--- config.mk ---
export PLATFORM = sky130hd
export DESIGN_NAME = segment_transition_ctl
export DESIGN_NICKNAME = d
export VERILOG_FILES = /design/src/rtl/segment_transition_ctl_pkg.sv /design/src/rtl/segment_transition_ctl.sv
export SDC_FILE = /design/constraint.sdc
export NUM_CORES = 1
export LEC_CHECK = 0
export ABC_AREA = 1
export CORE_MARGIN = 2
export CORE_UTILIZATION = 45
export CTS_CLUSTER_DIAMETER = 200
export CTS_CLUSTER_SIZE = 20
export DETAILED_ROUTE_END_ITERATION = 7
export PLACE_DENSITY_LB_ADDON = 0.2
export SETUP_SLACK_MARGIN = 0.5
export SYNTH_ARGS = -nofsm -noshare
export SYNTH_HDL_FRONTEND = slang
export SYNTH_SLANG_ARGS = --single-unit
--- constraint.sdc ---
create_clock -name CLK -period 2.4 [get_ports CLK]
set_input_delay 0.24 -clock CLK [delete_from_list [all_inputs] [get_ports CLK]]
set_output_delay 0.24 -clock CLK [all_outputs]
set_load 0.01 [all_outputs]
--- src/rtl/segment_transition_ctl_pkg.sv ---
// Shared constants and types for the read-segment transition controller.
package segment_transition_ctl_pkg;

    localparam logic [2:0] TRANSITION_MODE_IMMEDIATE = 3'd0;
    localparam logic [2:0] TRANSITION_MODE_SYNC_IDX  = 3'd1;
    localparam logic [2:0] TRANSITION_MODE_SYS_TIME  = 3'd2;
    localparam logic [2:0] TRANSITION_MODE_GPIO      = 3'd3;

    localparam int               REP_W_DEF    = 16;
    localparam logic [REP_W_DEF-1:0] REP_INFINITE = '1;

    typedef enum logic {
        RUN  = 1'b0,
        PEND = 1'b1
    } seg_ctl_state_t;

    function automatic logic mode_valid(input logic [2:0] mode);
        return (mode <= TRANSITION_MODE_GPIO);
    endfunction

endpackage

--- src/rtl/segment_transition_ctl.sv ---
// Holds a host segment-swap request until its trigger fires, swaps SEGMENT,
// and counts loop repetitions to raise STOP once the programmed repeats run out.
module segment_transition_ctl
    import segment_transition_ctl_pkg::*;
#(
    parameter int REP_W  = 16,
    parameter int TIME_W = 56,
    parameter int NGPIO  = 4
) (
    input  logic              CLK,
    input  logic              RST_N,
    input  logic              UPDATE,
    input  logic              REQ_SEGMENT,
    input  logic [2:0]        REQ_MODE,
    input  logic [REP_W-1:0]  REQ_REP,
    input  logic [TIME_W-1:0] REQ_TIME,
    input  logic [1:0]        REQ_GPIO,
    input  logic [TIME_W-1:0] SYS_TIME,
    input  logic [NGPIO-1:0]  GPIO_IN,
    input  logic              LOOP_END,
    output logic              SEGMENT,
    output logic              STOP,
    output logic              BUSY,
    output logic              SWAPPED,
    output logic              REQ_ERR
);

    localparam logic [REP_W-1:0] REP_INF = '1;

    seg_ctl_state_t    state_q, state_d;
    logic              seg_q, seg_d;
    logic              stop_q, stop_d;
    logic              swapped_q, swapped_d;
    logic              req_err_q, req_err_d;
    logic [REP_W-1:0]  rep_cnt_q, rep_cnt_d;
    logic              pend_seg_q, pend_seg_d;
    logic [2:0]        pend_mode_q, pend_mode_d;
    logic [REP_W-1:0]  pend_rep_q, pend_rep_d;
    logic [TIME_W-1:0] pend_time_q, pend_time_d;
    logic [1:0]        pend_gpio_q, pend_gpio_d;
    logic [NGPIO-1:0]  gpio_q, gpio_d;
    logic [NGPIO-1:0]  gpio_prev_q, gpio_prev_d;
    logic              trig_s;
    logic              upd_ok_s;

    // Trigger select: only the latched request is evaluated, and only while pending.
    always_comb begin
        trig_s = 1'b0;
        if (state_q == PEND) begin
            case (pend_mode_q)
                TRANSITION_MODE_IMMEDIATE: trig_s = 1'b1;
                TRANSITION_MODE_SYNC_IDX:  trig_s = LOOP_END | stop_q;
                TRANSITION_MODE_SYS_TIME:  trig_s = (SYS_TIME >= pend_time_q);
                TRANSITION_MODE_GPIO:      trig_s = gpio_q[pend_gpio_q] & ~gpio_prev_q[pend_gpio_q];
                default:                   trig_s = 1'b0;
            endcase
        end else begin
            trig_s = 1'b0;
        end
    end

    // Next-state: a swap takes priority over repeat counting in the same cycle.
    always_comb begin
        upd_ok_s    = UPDATE & mode_valid(REQ_MODE);
        state_d     = state_q;
        seg_d       = seg_q;
        stop_d      = stop_q;
        rep_cnt_d   = rep_cnt_q;
        pend_seg_d  = pend_seg_q;
        pend_mode_d = pend_mode_q;
        pend_rep_d  = pend_rep_q;
        pend_time_d = pend_time_q;
        pend_gpio_d = pend_gpio_q;
        swapped_d   = trig_s;
        req_err_d   = UPDATE & ~mode_valid(REQ_MODE);
        gpio_d      = GPIO_IN;
        gpio_prev_d = gpio_q;

        if (trig_s) begin
            seg_d     = pend_seg_q;
            rep_cnt_d = pend_rep_q;
            stop_d    = 1'b0;
        end else if (LOOP_END && !stop_q && (rep_cnt_q != REP_INF)) begin
            if (rep_cnt_q == '0) begin
                stop_d = 1'b1;
            end else begin
                rep_cnt_d = rep_cnt_q - REP_W'(1);
            end
        end else begin
            rep_cnt_d = rep_cnt_q;
        end

        // A new valid request always wins, even over the swap completing now.
        if (upd_ok_s) begin
            state_d     = PEND;
            pend_seg_d  = REQ_SEGMENT;
            pend_mode_d = REQ_MODE;
            pend_rep_d  = REQ_REP;
            pend_time_d = REQ_TIME;
            pend_gpio_d = REQ_GPIO;
        end else if (trig_s) begin
            state_d = RUN;
        end else begin
            state_d = state_q;
        end
    end

    // All controller state, including the two-stage GPIO edge history.
    always_ff @(posedge CLK or negedge RST_N) begin
        if (!RST_N) begin
            state_q     <= RUN;
            seg_q       <= 1'b0;
            stop_q      <= 1'b0;
            swapped_q   <= 1'b0;
            req_err_q   <= 1'b0;
            rep_cnt_q   <= REP_INF;
            pend_seg_q  <= 1'b0;
            pend_mode_q <= 3'd0;
            pend_rep_q  <= '0;
            pend_time_q <= '0;
            pend_gpio_q <= 2'd0;
            gpio_q      <= '0;
            gpio_prev_q <= '0;
        end else begin
            state_q     <= state_d;
            seg_q       <= seg_d;
            stop_q      <= stop_d;
            swapped_q   <= swapped_d;
            req_err_q   <= req_err_d;
            rep_cnt_q   <= rep_cnt_d;
            pend_seg_q  <= pend_seg_d;
            pend_mode_q <= pend_mode_d;
            pend_rep_q  <= pend_rep_d;
            pend_time_q <= pend_time_d;
            pend_gpio_q <= pend_gpio_d;
            gpio_q      <= gpio_d;
            gpio_prev_q <= gpio_prev_d;
        end
    end

    assign SEGMENT = seg_q;
    assign STOP    = stop_q;
    assign BUSY    = (state_q == PEND);
    assign SWAPPED = swapped_q;
    assign REQ_ERR = req_err_q;

endmodule

==> metrics.md, run 1 <==
| Metric | Value |
|---|---|
| Status | completed |
| Pre-CTS setup slack | -0.02568 ns |
| Crit path capture type | register |
| Row Count | 42 |
| Crit Path Category | register to register |
| Clock Pin Slew Worst Setup and Hold Paths | 0.08 ns |
| R2r worst-path depth | 16 |
| Worst-Margin Slew | 0.5943 ns |
| Initial DRT Pass Iterations | 5 |
| Pwr Density | around 700 nW/µm² |
| Critical path startpoint | pend_time_q[50] |
| PortBufs | 146 |
| Data required, critical path | 2.70 ns |
| Slew Viols, Final | 0 |
| Count of cell types in the netlist | 37 |
| Cells after DPL | 1,071 |
| Htree depth | 3 |
| Remaining antenna violation count | 0 |
| Worst r2r dst | rep_cnt_q[4] |
| Post-Syn Area per Cell | 8.050 µm² |
| Layout cell share with drive strength beyond 1 | 0.1770 |
| RR Startpoint | pend_time_q[50] |
| Slew HR | 0.6038 |
| Worst min path class | input pin to register |
| CP cell instances | inv_1 > ha_1 > nand4_1 > nor2_4 > nand2_4 > nor2_4 > nand2_2 > nand3_2 > nor2_1 > nand2_1 > nand2_2 > nand3_4 > nand2_8 > clkbuf_16 > nand3_1 > nand2_1 |
| CP arrival | 2.43 ns |
| Startpoint Class | register |
| Seq/Total Area, Yosys | 0.4404 |
| Worst path slowest cell | dfrtp_1 |
| RSZ-0062 raised after global routing | yes |
| PnR worst setup slack | 0.2609 ns |
| Vias | roughly 5,300 |
| Top delay family on crit path | simple AND/OR/NAND/NOR gates |
| Worst vdd ir | 0.4702 mV |
| Commonest non-fill, non-tap cell in the layout | nand2_1 |
| Crit path to | rep_cnt_q[4] |
| Crit. path cell count | 16 |
| Complex-gate fraction of the synthesized area | 0.1021 |
| Cell Area, Synth | slightly above 6000 µm² |
| Final Hold Vio Count | 0 |
| Slowest stage delay, CP | between 0.3 and 0.4 ns |
| Bufs on Longest Clock Path | 2 |
| Vias/cell | a little under 5 |
| Minimum clock period | 2.139 ns |
| Leakage | just over 4 nW |
| Worst Skew | around 0.011 ns |
| Buffers and inverters on the worst path | 2 |
| Number of enable flip-flop cells after synthesis | 0 |
| FFs w/ async S/R, synth | 1.000 |
| I/O pins | roughly 150 |
| Global-route usage over all layers | 0.2116 |
| Total clock sinks | 107 |
| Clock root buffer | clkbuf_16 |
| Die width | approximately 120 µm |
| Vias in the first global route | ~5,300 |
| Synth Area in Simple Gates | 0.2267 |
| Setup Viol. Count Final | 0 |
| Die Ht | approximately 120 µm |
| Reported max-cap violation count | 0 |
| Min-Delay Path Depth | 1 |
| Final Cycle Share | 0.8913 |
| DR iter-0 viols | approximately 260 |
| Min Hold Slack | 0.3185 ns |
| DRC Markers | 0 |
| Area grow syn2layout | 42.75% |
| Total gr overflow | 0 |
| Area of the core | roughly 13,000 µm² |
| XOR/XNOR share of the synthesized area | 0.01859 |
| Most frequent cells in the layout | nand2_1, clkdlybuf4s50_1, inv_1, dfrtp_1, o21ai_0 |
| CTS tree | done |
| Initial Util | 0.4626 |
| ANT cells | 0 |
| Ys Warns | 0 |
| First-pass GRT wire length | approximately 24,000 µm |
| Worst-Skew Late Latency | 0.36 ns |
| Final HPWL DP | between 10,000 and 15,000 µm |
| Synth Area in Adders | 0.1205 |
| CTS Buf Count | 9 |
| R2R setup slack | 0.26 ns |
| Post-Syn Instances | ~760 |
| Peak Freq | approximately 470 MHz |
| DRT Wirelength | about 15,000 µm |
| RD Place Congestion | 0.8663 |
| Initial antenna violation count | 0 |
| Crit Path Max Fanout | 9 |
| Syn_nets | around 960 |
| Main combinational cell family by area after synthesis | simple AND/OR/NAND/NOR gates |
| Largest net degree at the start of global routing | 62 |
| Mux share of post-synthesis cell area | 0 |
| Layout Cells excl Fill | 1,097 |
| Final net count | 1,117 |
| FF+latch count, synth | 107 |
| DR WL/cell | 13.30 µm |
| Die area | 14,560 µm² |
| Post-synth top flop | dfrtp_1 |
| # fillers | approximately 1,100 |
-- how the worst min path moves through the flow --
stage               slack (ns)  startpoint             end
global placement          0.29       RST_N  pend_time_q[9]
global route              0.32  GPIO_IN[2]  gpio_prev_d[2]
floorplan                -0.06       RST_N            BUSY
CTS                       0.31  GPIO_IN[2]  gpio_prev_d[2]
detailed placement        0.29       RST_N  pend_time_q[9]
finish                    0.32  GPIO_IN[2]  gpio_prev_d[2]
-- state kept, by name, summed over array words and instances, names as in the netlist --
signal,cells
pend_rep_q,16
REQ_ERR,1
pend_time_q,56
gpio_prev_q,4
pend_gpio_q,2
SEGMENT,1
SWAPPED,1
pend_seg_q,1
rep_cnt_q,16
STOP,1
gpio_prev_d,4
BUSY,1
pend_mode_q,3
-- repair_timing --
item                                    in CTS  in global routing
hold buffers                                 1                  0
setup buffers                                3                  4
hold endpoints to repair                    35                  0
gates cloned                                 0                  2
pin swaps                                    4                 15
gates resized for setup                     47                 50
endpoints found under the setup margin      20                 21
-- power by group --
| part | switching (mW) | internal (mW) | total (mW) |
|---|---|---|---|
| Combinational | 1.02 | 0.946 | 1.96 |
| Sequential | 0.295 | 2.23 | 2.53 |
| Clock | 0.725 | 0.935 | 1.66 |
| Total | 2.04 | 4.11 | 6.15 |
-- Yosys cell counts, types with 2 or more instances --
cell      count  area [µm²]
clkbuf_1     17       63.81
o21ai_0      83       415.4
inv_2         9       33.78
a21oi_1      27       135.1
nor2_1       30       112.6
o21a_1        4       30.03
xor2_1       10       87.58
buf_6         4       45.04
nor3_1        2       10.01
nand2_1     225       844.6
nand4_1       8       50.05
inv_1       107       401.6
ha_1         59       738.2
nand2_4       2       22.52
nor2_2        5       31.28
buf_2         2       10.01
xnor2_1       3       26.28
nand2_2       4       25.02
nand3_1      36       180.2
dfstp_2      16       420.4
dfrtp_1      91        2277
and2_1        2       12.51
-- metal layers --
metal,vias up,track usage,share of wire
li1,2717,-,-
met1,2407,0.2636,0.43
met2,128,0.3581,0.49
met3,14,0.05519,0.062
met4,0,0.06831,0.016
met5,-,0,0
-- through the flow --
step | area (µm²) | power, mW | TNS [ns] | utilization
after global placement | 7839 | 4.167 | -0.007162 | 0.5919
after detailed placement | 7839 | 4.200 | -0.1589 | 0.5919
final | 8745 | 6.150 | 0 | 0.6603
after global routing | 8745 | 6.598 | 0 | 0.6603
after CTS | 8462 | 5.998 | 0 | 0.6390
after floorplan | 6126 | 3.577 | 0 | -
-- cell type report --
| class | instances | area, µm² | share of cell area |
|---|---|---|---|
| Multi-Input combinational cell | 514 | 3322 | 0.3799 |
| Inverter | 116 | 435.4 | 0.04979 |
| Timing Repair Buffer | 168 | 1735 | 0.1985 |
| Clock buffer | 9 | 225.2 | 0.02575 |
| Sequential cell | 107 | 2699 | 0.3086 |
| Tap cell | 176 | 220.2 | 0.02518 |
| Clock inverter | 7 | 107.6 | 0.01231 |
-- cells by family (layout without fill, tap and decap cells) --
kind of cell             after synthesis  after routing
adder cells (fa/ha/maj)               59             59
AO/OA/AOI/OAI                        119            119
AND/OR/NAND/NOR                      323            323
XOR/XNOR                              13             13
buffers and inverters                140            300
flip-flops                           107            107
Note: power is estimated with default switching activity, not from simulation.
==> inputs of run 2 (changes only) <==
--- a/config.mk
+++ b/config.mk
@@ -6,7 +6,6 @@
 export NUM_CORES = 1
 export LEC_CHECK = 0
 export ABC_AREA = 1
-export CORE_MARGIN = 2
 export CORE_UTILIZATION = 45
 export CTS_CLUSTER_DIAMETER = 200
 export CTS_CLUSTER_SIZE = 20
==> constraint.sdc (replaced) <==
create_clock -name CLK -period 2.4 [get_ports CLK]
set_input_delay 0.24 -clock CLK [delete_from_list [all_inputs] [get_ports CLK]]
set_output_delay 0.24 -clock CLK [all_outputs]
set_load 0.005 [all_outputs]
==> metrics.md, run 2 (synthesis gave the netlist of run 1 again) <==
| Metric | Value |
|---|---|
| Die width | 118.7 µm (was 120.7 µm) |
| DRT Wirelength | 14,060 µm (was 14,590 µm) |
| Hold path start | GPIO_IN[0] (was GPIO_IN[2]) |
| Final Hold Vio Count | 0 (unchanged) |
| Area of the core | 13,240 µm² (unchanged) |
| Global-route usage over all layers | 0.2137 (was 0.2116) |
| CTS tree | done (unchanged) |
| Core Util, Final | 0.6400 (was 0.6603) |
| Die area | 14,080 µm² (was 14,560 µm²) |
| Final net count | 1,114 (was 1,117) |
| RR Startpoint | pend_time_q[50] (unchanged) |
| Pwr Density | 693.9 nW/µm² (was 703.3 nW/µm²) |
| Htree depth | 3 (unchanged) |
| Crit Path Category | register to register (unchanged) |
| DR iter-0 viols | 204 (was 263) |
| Initial Util | 0.4626 (unchanged) |
| Status | completed (unchanged) |
| Final HPWL DP | 10,200 µm (was 10,360 µm) |
| Power Total | 5.881 mW (was 6.150 mW) |
| Crit path capture type | register (unchanged) |
| Cells after DPL | 1,070 (was 1,071) |
| Critical path startpoint | pend_time_q[50] (unchanged) |
| Bufs on Longest Clock Path | 2 (unchanged) |
| CTS Buf Count | 9 (unchanged) |
| CP arrival | 2.39 ns (was 2.43 ns) |
| RSZ-0062 raised after global routing | yes (unchanged) |
| Initial antenna violation count | 0 (unchanged) |
| Worst-Margin Slew | 0.5398 ns (was 0.5943 ns) |
| Minimum clock period | 2.092 ns (was 2.139 ns) |
| DR WL/cell | 12.85 µm (was 13.30 µm) |
| Slew HR | 0.6401 (was 0.6038) |
| Worst vdd ir | 0.4260 mV (was 0.4702 mV) |
| Worst-Skew Late Latency | 0.35 ns (was 0.36 ns) |
| I/O pins | 147 (unchanged) |
| Layout cell share with drive strength beyond 1 | 0.1383 (was 0.1770) |
| Commonest non-fill, non-tap cell in the layout | nand2_1 (unchanged) |
| Final Cycle Share | 0.8715 (was 0.8913) |
| Leakage | 4.048 nW (was 4.117 nW) |
| Slew Viols, Final | 0 (unchanged) |
| RD Place Congestion | 0.8677 (was 0.8663) |
| DRC Markers | 0 (unchanged) |
| Initial DRT Pass Iterations | 4 (was 5) |
| Layout Cells excl Fill | 1,094 (was 1,097) |
| Vias in the first global route | 5,043 (was 5,253) |
| Row Count | 42 (unchanged) |
| First-pass GRT wire length | 23,840 µm (was 24,480 µm) |
| Vias/cell | 4.750 (was 4.800) |
| Startpoint Class | register (unchanged) |
| Total gr overflow | 0 (unchanged) |
| Remaining antenna violation count | 0 (unchanged) |
| Data required, critical path | 2.70 ns (about the same) |
| Total clock sinks | 107 (unchanged) |
| Die Ht | 118.7 µm (was 120.7 µm) |
| Worst min path class | input pin to register (unchanged) |
| Clock root buffer | clkbuf_16 (unchanged) |
| R2R setup slack | 0.31 ns (was 0.26 ns) |
| Max FFs per register | 56 (unchanged) |
| Worst Skew | 0.009588 ns (was 0.01105 ns) |
| Pre-CTS setup slack | -0.05392 ns (was -0.02568 ns) |
| PnR worst setup slack | 0.3085 ns (was 0.2609 ns) |
| Setup TNS | 0 ns (unchanged) |
| Biggest regs | pend_time_q (56), pend_rep_q (16), rep_cnt_q (16) (unchanged) |
| Area grow syn2layout | 38.36% (was 42.75%) |
| Most frequent cells in the layout | nand2_1, clkdlybuf4s50_1, inv_1, dfrtp_1, o21ai_0 (unchanged) |
| ANT cells | 0 (unchanged) |
| Vias | 5,196 (was 5,266) |
| Peak Freq | 478.1 MHz (was 467.5 MHz) |
| Largest Register | pend_time_q (unchanged) |
| Crit Path Max Fanout | 8 (was 9) |
| Clock Pin Slew Worst Setup and Hold Paths | 0.07 ns (was 0.08 ns) |
| Reported max-cap violation count | 0 (unchanged) |
| PortBufs | 146 (unchanged) |
| Largest net degree at the start of global routing | 110 (was 62) |
| Setup Viol. Count Final | 0 (unchanged) |
## run 2: changes by cell type in the layout (fill, tap and decap cells not counted), moves of 2 or more
cell,change
nand2_1,+14
nand2_2,-10
ha_1,+9
ha_4,-9
inv_2,-5
inv_1,+4
nand2_4,-4
nand3_1,+3
nand3_2,-3
nor2_2,+3
clkbuf_1,+2
inv_8,-2
nor2_4,-2
## run 2: worst paths after layout
| path | end | cells after the start |
|---|---|---|
| worst max-delay path | rep_cnt_q[10] | 17 |
| worst min-delay path | gpio_prev_d[0] | 1 |
| worst max register to register | rep_cnt_q[10] | 17 |
| worst min register to register | gpio_prev_q[0] | 0 |
| max in group asynchronous | pend_time_q[39] | 3 |
| min in group asynchronous | pend_time_q[41] | 2 |
## run 2: worst max-delay path, cell delays in order (launching register included)
cell	delay, ns
dfrtp_1	0.37
inv_2	0.06
ha_4	0.26
nand4_1	0.15
nor2_4	0.15
nand2_2	0.09
nor2_2	0.12
nand2_1	0.06
nand3_1	0.07
nor2_1	0.04
nand2_1	0.07
nand2_2	0.06
nand3_4	0.10
nand2_8	0.11
buf_12	0.15
nand2_1	0.05
nand2_1	0.05
nand2_1	0.07
## run 2: cell type report
class                   count  area, µm²
inverters                 116      447.9
well taps                 176      220.2
clock inverters             4      56.30
repair buffers            165       1679
multi-input cells         514       3128
fillers                  1176       4767
clock buffers              12      246.5
flip-flops and latches    107       2698
## run 2: timing repair
| item | in CTS | in global routing |
|---|---|---|
| gates cloned | 0 | 1 |
| setup buffers | 5 | 1 |
| resized for setup | 26 | 37 |
| hold buffers | 1 | 0 |
| endpoints found under the setup margin | 20 | 20 |
| hold endpoints to repair | 31 | 0 |
| pin swaps | 6 | 15 |
## run 2: layer usage
metal  vias up  part of all wire  track usage
met1      2351              0.46       0.2801
met5         -                 0            0
li1       2710                 -            -
met4         0             0.011      0.04984
met3        12             0.065      0.06612
met2       123              0.47       0.3443
## run 2: power breakdown
part	switching (mW)	leakage [nW]	internal [mW]
clock network	0.683	0.148	0.849
registers	0.291	1.29	2.23
logic	0.948	2.61	0.880
total	1.92	4.05	3.96
## run 2: per-stage QoR
| step | area (µm²) | hold WS (ns) |
|---|---|---|
| after floorplan | 6126 | -0.05559 |
| after global placement | 7806 | 0.2510 |
| after detailed placement | 7806 | 0.2520 |
| after CTS | 8277 | 0.3052 |
| after global routing | 8476 | 0.3058 |
| final | 8476 | 0.3219 |
==> inputs of run 3 (changes only) <==
--- a/config.mk
+++ b/config.mk
@@ -6,7 +6,7 @@
 export NUM_CORES = 1
 export LEC_CHECK = 0
 export ABC_AREA = 1
-export CORE_UTILIZATION = 45
+export CORE_UTILIZATION = 54
 export CTS_CLUSTER_DIAMETER = 200
 export CTS_CLUSTER_SIZE = 20
 export DETAILED_ROUTE_END_ITERATION = 7
==> constraint.sdc (replaced) <==
create_clock -name CLK -period 2.45 [get_ports CLK]
set_input_delay 0.245 -clock CLK [delete_from_list [all_inputs] [get_ports CLK]]
set_output_delay 0.245 -clock CLK [all_outputs]
set_load 0.005 [all_outputs]
==> metrics.md, run 3 (synthesis gave the netlist of run 1 again) <==
| Metric | Value |
|---|---|
| Max FFs per register | 56 (unchanged) |
| DR WL/cell | 14.98 µm (was 12.85 µm) |
| Peak Freq | 454.6 MHz (was 478.1 MHz) |
| Leakage | 4.113 nW (was 4.048 nW) |
| Crit Path Max Fanout | 6 (was 8) |
| Total clock sinks | 107 (unchanged) |
| Pwr Density | 677.3 nW/µm² (was 693.9 nW/µm²) |
| Vias in the first global route | 5,671 (was 5,043) |
| R2r worst-path depth | 19 (was 17) |
| Die Ht | 108.5 µm (was 118.7 µm) |
| Multi-input logic area | 3237 µm² (was 3128 µm²) |
| Remaining antenna violation count | 0 (unchanged) |
| Buffers and inverters on the worst path | 4 (was 2) |
| Min Hold Slack | 0.3281 ns (was 0.3219 ns) |
| Largest Register | pend_time_q (unchanged) |
| CTS tree | done (unchanged) |
| Total gr overflow | 0 (unchanged) |
| Critical path startpoint | pend_time_q[55] (was pend_time_q[50]) |
| Area of the core | 10,940 µm² (was 13,240 µm²) |
| Setup Viol. Count Final | 0 (unchanged) |
| Area grow syn2layout | 40.09% (was 38.36%) |
| CP cell instances | inv_2 > ha_4 > nand2_4 > inv_2 > nand2_4 > nor2_4 > nand2_4 > nor2_4 > nand2_1 > nand3_1 > nor2_1 > nand2_2 > nand2_2 > nand3_4 > buf_12 > buf_16 > nand3_1 > nand2_1 > nand2_1 (was inv_2 > ha_4 > nand4_1 > nor2_4 > nand2_2 > nor2_2 > nand2_1 > nand3_1 > nor2_1 > nand2_1 > nand2_2 > nand3_4 > nand2_8 > buf_12 > nand2_1 > nand2_1 > nand2_1) |
| Vias/cell | 5.287 (was 4.750) |
| Reported max-cap violation count | 0 (unchanged) |
| Die area | 11,770 µm² (was 14,080 µm²) |
| CP arrival | 2.48 ns (was 2.39 ns) |
| DRT Wirelength | 15,970 µm (was 14,060 µm) |
| Worst min path class | input pin to register (unchanged) |
| Pre-CTS setup slack | -0.1237 ns (was -0.05392 ns) |
| First-pass GRT wire length | 25,560 µm (was 23,840 µm) |
| Die width | 108.5 µm (was 118.7 µm) |
| Worst Skew | 0.006264 ns (was 0.009588 ns) |
| Initial Util | 0.5602 (was 0.4626) |
| CTS Buf Count | 9 (unchanged) |
| RSZ-0062 raised after global routing | yes (unchanged) |
| Slowest stage delay, CP | 0.37 ns (about the same) |
| Crit Path Category | register to register (unchanged) |
| ANT cells | 0 (unchanged) |
| Htree depth | 3 (unchanged) |
| PnR worst setup slack | 0.2505 ns (was 0.3085 ns) |
| Bufs on Longest Clock Path | 2 (unchanged) |
| Crit path capture type | register (unchanged) |
| Final Cycle Share | 0.8978 (was 0.8715) |
| RR Startpoint | pend_time_q[55] (was pend_time_q[50]) |
| Largest net degree at the start of global routing | 48 (was 110) |
| Top delay family on crit path | simple AND/OR/NAND/NOR gates (unchanged) |
| Slew HR | 0.5606 (was 0.6401) |
| Crit. path cell count | 19 (was 17) |
| Worst vdd ir | 0.6874 mV (was 0.4260 mV) |
| I/O pins | 147 (unchanged) |
| Crit path to | rep_cnt_q[9] (was rep_cnt_q[10]) |
| Global-route usage over all layers | 0.2842 (was 0.2137) |
| Register cell area after layout | 2698 µm² (unchanged) |
| DR iter-0 viols | 382 (was 204) |
| Status | completed (unchanged) |
| Final Hold Vio Count | 0 (unchanged) |
| R2R setup slack | 0.25 ns (was 0.31 ns) |
| Row Count | 38 (was 42) |
| Worst path slowest cell | dfrtp_1 (unchanged) |
| DRC Markers | 0 (unchanged) |
| Minimum clock period | 2.200 ns (was 2.092 ns) |
| Clock Pin Slew Worst Setup and Hold Paths | 0.07 ns (about the same) |
| Commonest non-fill, non-tap cell in the layout | nand2_1 (unchanged) |
| Final HPWL DP | 11,030 µm (was 10,200 µm) |
| Design area | 8582 µm² (was 8476 µm²) |
| Most frequent cells in the layout | nand2_1, clkdlybuf4s50_1, inv_1, dfrtp_1, o21ai_0 (unchanged) |
| Initial antenna violation count | 0 (unchanged) |
| Startpoint Class | register (unchanged) |
| Worst r2r dst | rep_cnt_q[9] (was rep_cnt_q[10]) |
| Layout cell share with drive strength beyond 1 | 0.1566 (was 0.1383) |
| PortBufs | 146 (unchanged) |
| Clock root buffer | clkbuf_16 (unchanged) |
| Final net count | 1,122 (was 1,114) |
| RD Place Congestion | 0.8649 (was 0.8677) |
| Worst-Margin Slew | 0.6591 ns (was 0.5398 ns) |
| Worst-Skew Late Latency | 0.35 ns (about the same) |
| Biggest regs | pend_time_q (56), pend_rep_q (16), rep_cnt_q (16) (unchanged) |
| Setup TNS | 0 ns (unchanged) |
| Power Total | 5.813 mW (was 5.881 mW) |
| Initial DRT Pass Iterations | 7 (was 4) |
| Hold path start | GPIO_IN[3] (was GPIO_IN[0]) |
| Slew Viols, Final | 0 (unchanged) |
| Vias | 5,636 (was 5,196) |
| Data required, critical path | 2.73 ns (was 2.70 ns) |
| # fillers | 730 (was 1,176) |
| DP Area | 7814 µm² (was 7806 µm²) |
-- run 3: cell count changes in the layout (fill, tap and decap cells not counted), sizes merged --
cell      change
inv           -1
clkinvlp      +1
buf           +5
clkbuf        -3
clkinv        +3
bufinv        -1
nand2         +4
-- run 3: how the worst min path moves through the flow --
| stage | to | slack, ns | cells after the start |
|---|---|---|---|
| floorplan | BUSY | -0.05 | 0 |
| global placement | gpio_prev_q[3] | 0.31 | 1 |
| detailed placement | gpio_prev_q[2] | 0.31 | 1 |
| CTS | gpio_prev_d[3] | 0.32 | 1 |
| global route | gpio_prev_d[3] | 0.32 | 1 |
| finish | gpio_prev_d[3] | 0.33 | 1 |
-- run 3: stage by stage --
step,std cells,util
finish,1066,0.7848
detailed placement,1036,0.7145
global route,1066,0.7848
CTS,1062,0.7713
global placement,1036,0.7145
floorplan,761,-
-- run 3: what timing repair did --
item | 4_1_cts | 5_1_grt
hold endpoints to repair | 45 | 0
pin swaps | 25 | 19
setup endpoints to repair | 20 | 20
buffers inserted | 4 | 4
gates resized for setup | 39 | 41
cloned | 5 | 0
hold buffers | 1 | 0
-- run 3: area by class of cell --
class                   count  area share
flip-flops and latches    107      0.3143
well taps                 140     0.02041
inverters                 116     0.05103
clock buffers              10     0.02785
repair buffers            169      0.2056
multi-input cells         518      0.3772
clock inverters             6    0.003645
-- run 3: power breakdown --
group	switching, mW	internal, mW
registers	0.282	2.19
logic	1.07	0.918
clock network	0.649	0.707
total	2.00	3.81
-- run 3: routing by layer --
layer	global-route usage	part of all wire	wire, µm
met1	0.3270	0.39	6207
met2	0.4914	0.52	8260
met3	0.07294	0.060	953
met4	0.1361	0.034	547
met5	0	0	0
-- run 3: worst register-to-register path, stage by stage, from the launching register on --
cell and delay [ns]:
dfrtp_1 0.37, inv_2 0.07, ha_4 0.28, nand2_4 0.05
inv_2 0.06, nand2_4 0.06, nor2_4 0.15, nand2_4 0.09
nor2_4 0.11, nand2_1 0.06, nand3_1 0.07, nor2_1 0.05
nand2_2 0.07, nand2_2 0.06, nand3_4 0.09, buf_12 0.17
buf_16 0.13, nand3_1 0.06, nand2_1 0.08, nand2_1 0.05
